==> config.mk <==
export PLATFORM = sky130hd
export DESIGN_NAME = cell_update_renderer
export DESIGN_NICKNAME = d
export VERILOG_FILES = /design/src/rtl/cell_update_renderer.sv
export SDC_FILE = /design/constraint.sdc
export NUM_CORES = 1
export LEC_CHECK = 0
export ABC_AREA = 0
export BUFFER_PORTS_ARGS = -buffer_cell sky130_fd_sc_hd__buf_2
export CAP_MARGIN = 20
export CORE_MARGIN = 2
export CORE_UTILIZATION = 40
export DETAILED_ROUTE_END_ITERATION = 12
export PLACE_DENSITY = 0.6
export RECOVER_POWER = 50
export SLEW_MARGIN = 20
export SYNTH_ARGS = -nofsm -noshare
export SYNTH_HDL_FRONTEND = slang
export SYNTH_SLANG_ARGS = --single-unit
export TNS_END_PERCENT = 50
==> constraint.sdc <==
create_clock -name clk -period 4.1 [get_ports clk]
set_clock_uncertainty 0.05 [all_clocks]
set_input_delay 0.205 -clock clk [delete_from_list [all_inputs] [get_ports clk]]
set_output_delay 0.205 -clock clk [all_outputs]
set_load 0.005 [all_outputs]
==> src/rtl/cell_update_renderer.sv <==
// rtl/cell_update_renderer.sv - queues grid cell updates and paints each cell over an 8080-style LCD bus
module cell_update_renderer #(
    parameter int CELL_PX    = 20,
    parameter int FIFO_DEPTH = 4
) (
    input  logic       clk,
    input  logic       rst,
    input  logic       diff,
    input  logic [3:0] x,
    input  logic [3:0] y,
    input  logic [2:0] obj_code,
    output logic       ready,
    output logic       busy,
    output logic       overflow,
    output logic       lcd_cs_n,
    output logic       lcd_dc,
    output logic       lcd_wr_n,
    output logic [7:0] lcd_data
);

    localparam int                PTR_W    = (FIFO_DEPTH > 1) ? $clog2(FIFO_DEPTH) : 1;
    localparam int                CNT_W    = PTR_W + 1;
    localparam logic [CNT_W-1:0]  FULL_CNT = CNT_W'(FIFO_DEPTH);
    localparam logic [15:0]       CELL_W   = 16'(CELL_PX);
    localparam logic [15:0]       LAST_PIX = 16'(CELL_PX * CELL_PX - 1);

    typedef enum logic [2:0] {
        S_IDLE, S_LOAD, S_CASET, S_PASET, S_RAMWR, S_FILL
    } state_t;

    state_t            state_q, state_d;
    logic              phase_q, phase_d;
    logic [2:0]        idx_q, idx_d;
    logic [15:0]       pix_q, pix_d;
    logic [15:0]       x0_q, x0_d, x1_q, x1_d, y0_q, y0_d, y1_q, y1_d;
    logic [15:0]       colour_q, colour_d;
    logic [10:0]       mem_q [FIFO_DEPTH];
    logic [10:0]       mem_d [FIFO_DEPTH];
    logic [PTR_W-1:0]  wr_ptr_q, wr_ptr_d, rd_ptr_q, rd_ptr_d;
    logic [CNT_W-1:0]  count_q, count_d;
    logic              overflow_q, overflow_d;
    logic              cs_n_q, cs_n_d, dc_q, dc_d, wr_n_q, wr_n_d;
    logic [7:0]        data_q, data_d;

    logic              push, pop, active;
    logic [10:0]       head;
    logic [3:0]        head_x, head_y;
    logic [2:0]        head_obj;

    function automatic logic [15:0] obj_colour(input logic [2:0] c);
        case (c)
            3'd1:    obj_colour = 16'hFFE0;
            3'd2:    obj_colour = 16'h07E0;
            3'd3:    obj_colour = 16'hF800;
            3'd4:    obj_colour = 16'h001F;
            default: obj_colour = 16'h0000;
        endcase
    endfunction

    // A full queue refuses the update even if the renderer pops in the same cycle
    assign push     = diff && (count_q != FULL_CNT);
    assign pop      = (state_q == S_LOAD);
    assign head     = mem_q[rd_ptr_q];
    assign head_x   = head[10:7];
    assign head_y   = head[6:3];
    assign head_obj = head[2:0];

    assign ready    = (count_q != FULL_CNT);
    assign busy     = (state_q != S_IDLE) || (count_q != '0);
    assign overflow = overflow_q;
    assign lcd_cs_n = cs_n_q;
    assign lcd_dc   = dc_q;
    assign lcd_wr_n = wr_n_q;
    assign lcd_data = data_q;

    // State register, FIFO storage and registered bus outputs
    always_ff @(posedge clk or posedge rst) begin
        if (rst) begin
            state_q    <= S_IDLE;
            phase_q    <= 1'b0;
            idx_q      <= '0;
            pix_q      <= '0;
            x0_q       <= '0;
            x1_q       <= '0;
            y0_q       <= '0;
            y1_q       <= '0;
            colour_q   <= '0;
            for (int i = 0; i < FIFO_DEPTH; i++) mem_q[i] <= '0;
            wr_ptr_q   <= '0;
            rd_ptr_q   <= '0;
            count_q    <= '0;
            overflow_q <= 1'b0;
            cs_n_q     <= 1'b1;
            dc_q       <= 1'b1;
            wr_n_q     <= 1'b1;
            data_q     <= 8'h00;
        end else begin
            state_q    <= state_d;
            phase_q    <= phase_d;
            idx_q      <= idx_d;
            pix_q      <= pix_d;
            x0_q       <= x0_d;
            x1_q       <= x1_d;
            y0_q       <= y0_d;
            y1_q       <= y1_d;
            colour_q   <= colour_d;
            mem_q      <= mem_d;
            wr_ptr_q   <= wr_ptr_d;
            rd_ptr_q   <= rd_ptr_d;
            count_q    <= count_d;
            overflow_q <= overflow_d;
            cs_n_q     <= cs_n_d;
            dc_q       <= dc_d;
            wr_n_q     <= wr_n_d;
            data_q     <= data_d;
        end
    end

    // Next-state: walk the command/data byte sequence, two clocks per byte
    always_comb begin
        state_d = state_q;
        phase_d = phase_q;
        idx_d   = idx_q;
        pix_d   = pix_q;
        case (state_q)
            S_IDLE: begin
                if (count_q != '0) state_d = S_LOAD;
            end
            S_LOAD: begin
                if (head_y > 4'd11) begin
                    state_d = S_IDLE;
                end else begin
                    state_d = S_CASET;
                    phase_d = 1'b0;
                    idx_d   = '0;
                    pix_d   = '0;
                end
            end
            S_CASET, S_PASET: begin
                if (!phase_q) begin
                    phase_d = 1'b1;
                end else begin
                    phase_d = 1'b0;
                    if (idx_q == 3'd4) begin
                        state_d = (state_q == S_CASET) ? S_PASET : S_RAMWR;
                        idx_d   = '0;
                    end else begin
                        idx_d = idx_q + 3'd1;
                    end
                end
            end
            S_RAMWR: begin
                if (!phase_q) begin
                    phase_d = 1'b1;
                end else begin
                    phase_d = 1'b0;
                    state_d = S_FILL;
                    idx_d   = '0;
                    pix_d   = '0;
                end
            end
            S_FILL: begin
                if (!phase_q) begin
                    phase_d = 1'b1;
                end else begin
                    phase_d = 1'b0;
                    if (!idx_q[0]) begin
                        idx_d = 3'd1;
                    end else begin
                        idx_d = '0;
                        if (pix_q == LAST_PIX) state_d = S_IDLE;
                        else                   pix_d   = pix_q + 16'd1;
                    end
                end
            end
            default: state_d = S_IDLE;
        endcase
    end

    // Queue bookkeeping and window coordinates latched when an entry is popped
    always_comb begin
        mem_d      = mem_q;
        wr_ptr_d   = wr_ptr_q;
        rd_ptr_d   = rd_ptr_q;
        count_d    = count_q;
        overflow_d = overflow_q | (diff && (count_q == FULL_CNT));
        x0_d       = x0_q;
        x1_d       = x1_q;
        y0_d       = y0_q;
        y1_d       = y1_q;
        colour_d   = colour_q;
        if (push) begin
            mem_d[wr_ptr_q] = {x, y, obj_code};
            wr_ptr_d        = wr_ptr_q + PTR_W'(1);
        end
        if (pop) rd_ptr_d = rd_ptr_q + PTR_W'(1);
        if (push && !pop)      count_d = count_q + CNT_W'(1);
        else if (!push && pop) count_d = count_q - CNT_W'(1);
        if (pop) begin
            x0_d     = 16'(head_x) * CELL_W;
            x1_d     = x0_d + CELL_W - 16'd1;
            y0_d     = 16'(head_y) * CELL_W;
            y1_d     = y0_d + CELL_W - 16'd1;
            colour_d = obj_colour(head_obj);
        end
    end

    // Output decode from the next state so every lcd_* pin comes straight from a flop
    always_comb begin
        active = (state_d == S_CASET) || (state_d == S_PASET) ||
                 (state_d == S_RAMWR) || (state_d == S_FILL);
        cs_n_d = !active;
        wr_n_d = !(active && !phase_d);
        dc_d   = 1'b1;
        data_d = 8'h00;
        case (state_d)
            S_CASET: begin
                case (idx_d)
                    3'd0:    begin dc_d = 1'b0; data_d = 8'h2A; end
                    3'd1:    data_d = x0_q[15:8];
                    3'd2:    data_d = x0_q[7:0];
                    3'd3:    data_d = x1_q[15:8];
                    default: data_d = x1_q[7:0];
                endcase
            end
            S_PASET: begin
                case (idx_d)
                    3'd0:    begin dc_d = 1'b0; data_d = 8'h2B; end
                    3'd1:    data_d = y0_q[15:8];
                    3'd2:    data_d = y0_q[7:0];
                    3'd3:    data_d = y1_q[15:8];
                    default: data_d = y1_q[7:0];
                endcase
            end
            S_RAMWR: begin
                dc_d   = 1'b0;
                data_d = 8'h2C;
            end
            S_FILL: begin
                data_d = idx_d[0] ? colour_q[7:0] : colour_q[15:8];
            end
            default: begin
                dc_d   = 1'b1;
                data_d = 8'h00;
            end
        endcase
    end

endmodule

==> results.toml <==
[critical_path]
timing.critical_path.cells = "buf_4 > mux4_2 > nand2_1 > a221oi_1 > a21oi_1 > buf_4 > mux2_2 > a32o_1 > a211o_1"
r2r_setup_slack_ps = 1070
type_of_the_setup_path_with_the_least_slack = "reg2reg"
crit_buf_inv = 2
critical_path_cell_with_the_highest_stage_delay = "mux4_2"
sort_of_element_at_the_end_of_the_critical_path = "register"
cp_common_cell = "buf_4"
arrival_ps = 3270
crit_path_start_kind = "register"
critical-path-top-delay-family = "multiplexers"
critical_path_peak_fanout = 14
timing.critical_path.slowest_cell_delay_ps = 610
worst-endpoint-required_ps = 4340

[synthesis]
synthesized_instance_count = 535
avgSynthCellArea_sq_um = 11.1
synth-edff-count = 0
ys_types = 67
synth.area.top_cells = "dfrtp_1, mux2_2, nand2_1"
yosys_register_bits = 116
netlist.top_cell.by_area = "dfrtp_1"
post-synth-top-area-fraction_pct = 47.6
postSynth.asyncResetShare_pct = 100
syn-num-nets = 574
synth_area_sq_um = 5940
synth-main-ff-cell = "dfrtp_1"
synth_seq_area_share_pct = 48.9
yosys_warnings = 0

[flow_run]
drv_cap = 1

[power]
switching_power_mw = 1.14
power.share.clock_pct = 37.1
pwr-share-comb_pct = 25.8
netSwitchingFraction_pct = 27.4
cell_internal_power_dissipation_mw = 3.02
power-per-cell-area_nw_per_um2 = 603
power.sequential.fraction_pct = 37.1
power.leakage_nw = 3.12
peak_vdd_ir_mv = 0.318

[routing]
drt-initial-drc-count = 241
route.final.wire_length_um = 12400
detailedRoute.firstPassIterationCount = 4
post_drt_via_cell_ratio = 5.38
wire_per_inst_um = 16.3
detailroute.via_count = 4096
detail-route-antenna-nets = 0
drt_drc_violations_left = 0

[final_layout]
num-nets-final = 606
synthToLayoutAreaGrowth_pct = 16.0
commonest_non_fill_non_tap_cells_in_the_layout = "dfrtp_1, nand2_1, mux2_2, xnor2_1, nor2_1"
fillCellCount = 1373
drive_gt1_share_pct = 24.0
layoutNonFillerInstCount = 762
stdcell_area_sq_um = 6890
layout.cells.most_common = "dfrtp_1"
antenna-diode-count = 0

[placement]
dpl-instance-area_sq_um = 6270
placement.setup.worst_slack_ps = 1070
placement.io_buffers = 27
detailed_place_hpwl_um = 8680
globalplace.congestion = 0.842
dp_cells = 730

[clocking]
hold_buffers = 2
path_clk_slew_ps = 50
cts-resized-gates = 0
clock_h_tree_levels = 4
number_of_buffers_inserted_during_clock_tree_synthesis = 17
cts.root.buffer_cell = "clkbuf_16"
post-cts-setup-buffers = 0
clock_latency_ps = 410
clock_buffer_depth = 2
cts.sinks = 116
cts_tree = "yes"

[global_routing]
grt_pass1_wl_um = 20900
number_of_global_route_vias_before_repair = 4134
grt_remaining_overflow = 0
total_routing_usage_gr_pct = 16.7
grt_antenna_before_repair = 0
largest_net_degree_at_the_start_of_global_routing = 54

[timing]
slew_viol_final = 54
totalNegativeSetupSlack_ps = 0
min_period_over_period_pct = 73.9
whs_ps = 18.7
max-slew-margin-rel_pct = -52.7
clock.fmax_mhz = 330
fin_ws_ps = 1070
timing_worst_slew_pin_value_ps = 2280
setup_repair_after_global_routing_missed_its_margin = "false"
setup_violations = 0
report.final.hold_viol_count = 0
finalCriticalPeriod_ps = 3030

[floorplanning]
die_width_um = 126
effective_utilization_at_floorplan_pct = 40.9
chipHeight_um = 126
coreArea_sq_um = 14500
num_rows = 44
design.die.area_sq_um = 15800
io_pins = 28

[status]
violations = "max-capacitance violations, max-slew violations"
run_status = "finished with violations"

[worst_hold_path]
hp-class = "in2reg"
-- sequential cells by signal, indices dropped and copies added (netlist names) --
| register | count |
|---|---|
| x1_q | 9 |
| wr_ptr_q | 2 |
| x0_q | 5 |
| rd_ptr_q | 2 |
| lcd_dc | 1 |
| y0_q | 5 |
| mem_q | 44 |
| pix_q | 16 |
| state_q | 3 |
| lcd_data | 8 |
| count_q | 3 |
| idx_q | 3 |
| y1_q | 8 |
| overflow | 1 |
| lcd_wr_n | 1 |
| colour_q | 3 |
| lcd_cs_n | 1 |
| phase_q | 1 |
-- per-stage QoR --
| stage | utilization (%) | power (mW) |
|---|---|---|
| 6_report | 47.4 | 4.15 |
| 5_1_grt | 47.4 | 4.39 |
| 4_1_cts | 47.5 | 4.19 |
| 3_5_place_dp | 43.2 | 2.63 |
| 3_3_place_gp | 43.2 | 2.57 |
| 2_1_floorplan | - | 2.37 |
-- final timing paths --
path | startpoint | end | cells after the start
worst max-delay path | rd_ptr_q[0] | lcd_data[0] | 9
worst min-delay path | x[2] | mem_q[20] | 2
worst max register to register | rd_ptr_q[0] | lcd_data[0] | 9
worst min register to register | overflow | overflow | 1
max in group asynchronous | rst | y0_q[5] | 4
min in group asynchronous | rst | mem_q[2] | 3
-- cell usage after synthesis (all sizes together) (4+ instances only) --
master / count
ha: 22
o221ai: 5
dfrtp: 113
inv: 16
nor3: 4
nor4b: 4
and3: 5
a21o: 5
mux2: 51
o21ai: 24
mux2i: 5
mux4: 11
xnor2: 25
clkbuf: 18
nand4: 7
nand2: 98
nand3: 14
nor2: 25
nor4: 10
buf: 7
a21oi: 11
-- layer usage --
layer  vias to the layer above  track usage [%]  wire length [um]
met5                         -                0                 0
met4                         0             5.37               126
met3                        10             4.76               521
met2                        71             26.4              5910
met1                      2055             22.2              5870
li1                       1960                -                 -
-- cell families after synthesis --
family,count (synthesis),share of synthesized area (%)
flip-flops,116,48.9
adder cells (fa/ha/maj),25,5.64
multiplexers,67,14.7
AND/OR/NAND/NOR,187,15.3
buffers and inverters,41,2.80
AO/OA/AOI/OAI,71,8.55
XOR/XNOR,28,4.13
-- final cells by class --
| cell class | count | area (sq um) | area share, % |
|---|---|---|---|
| Timing Repair Buffer | 38 | 211 | 3.07 |
| Clock inverter | 10 | 156 | 2.27 |
| Tap cell | 184 | 230 | 3.34 |
| Multi-Input combinational cell | 378 | 2870 | 41.6 |
| Clock buffer | 20 | 457 | 6.63 |
| Inverter | 16 | 61.3 | 0.889 |
| Sequential cell | 116 | 2910 | 42.2 |
-- power by group through the flow --
stage / combinational, mW / clock [mW] / sequential, mW
floorplan: 0.860 / 0 / 1.51
global placement: 1.03 / 0 / 1.54
detailed placement: 1.07 / 0 / 1.56
CTS: 1.08 / 1.57 / 1.54
global route: 1.19 / 1.62 / 1.58
finish: 1.07 / 1.54 / 1.54
(Power assumes the default switching activity.)
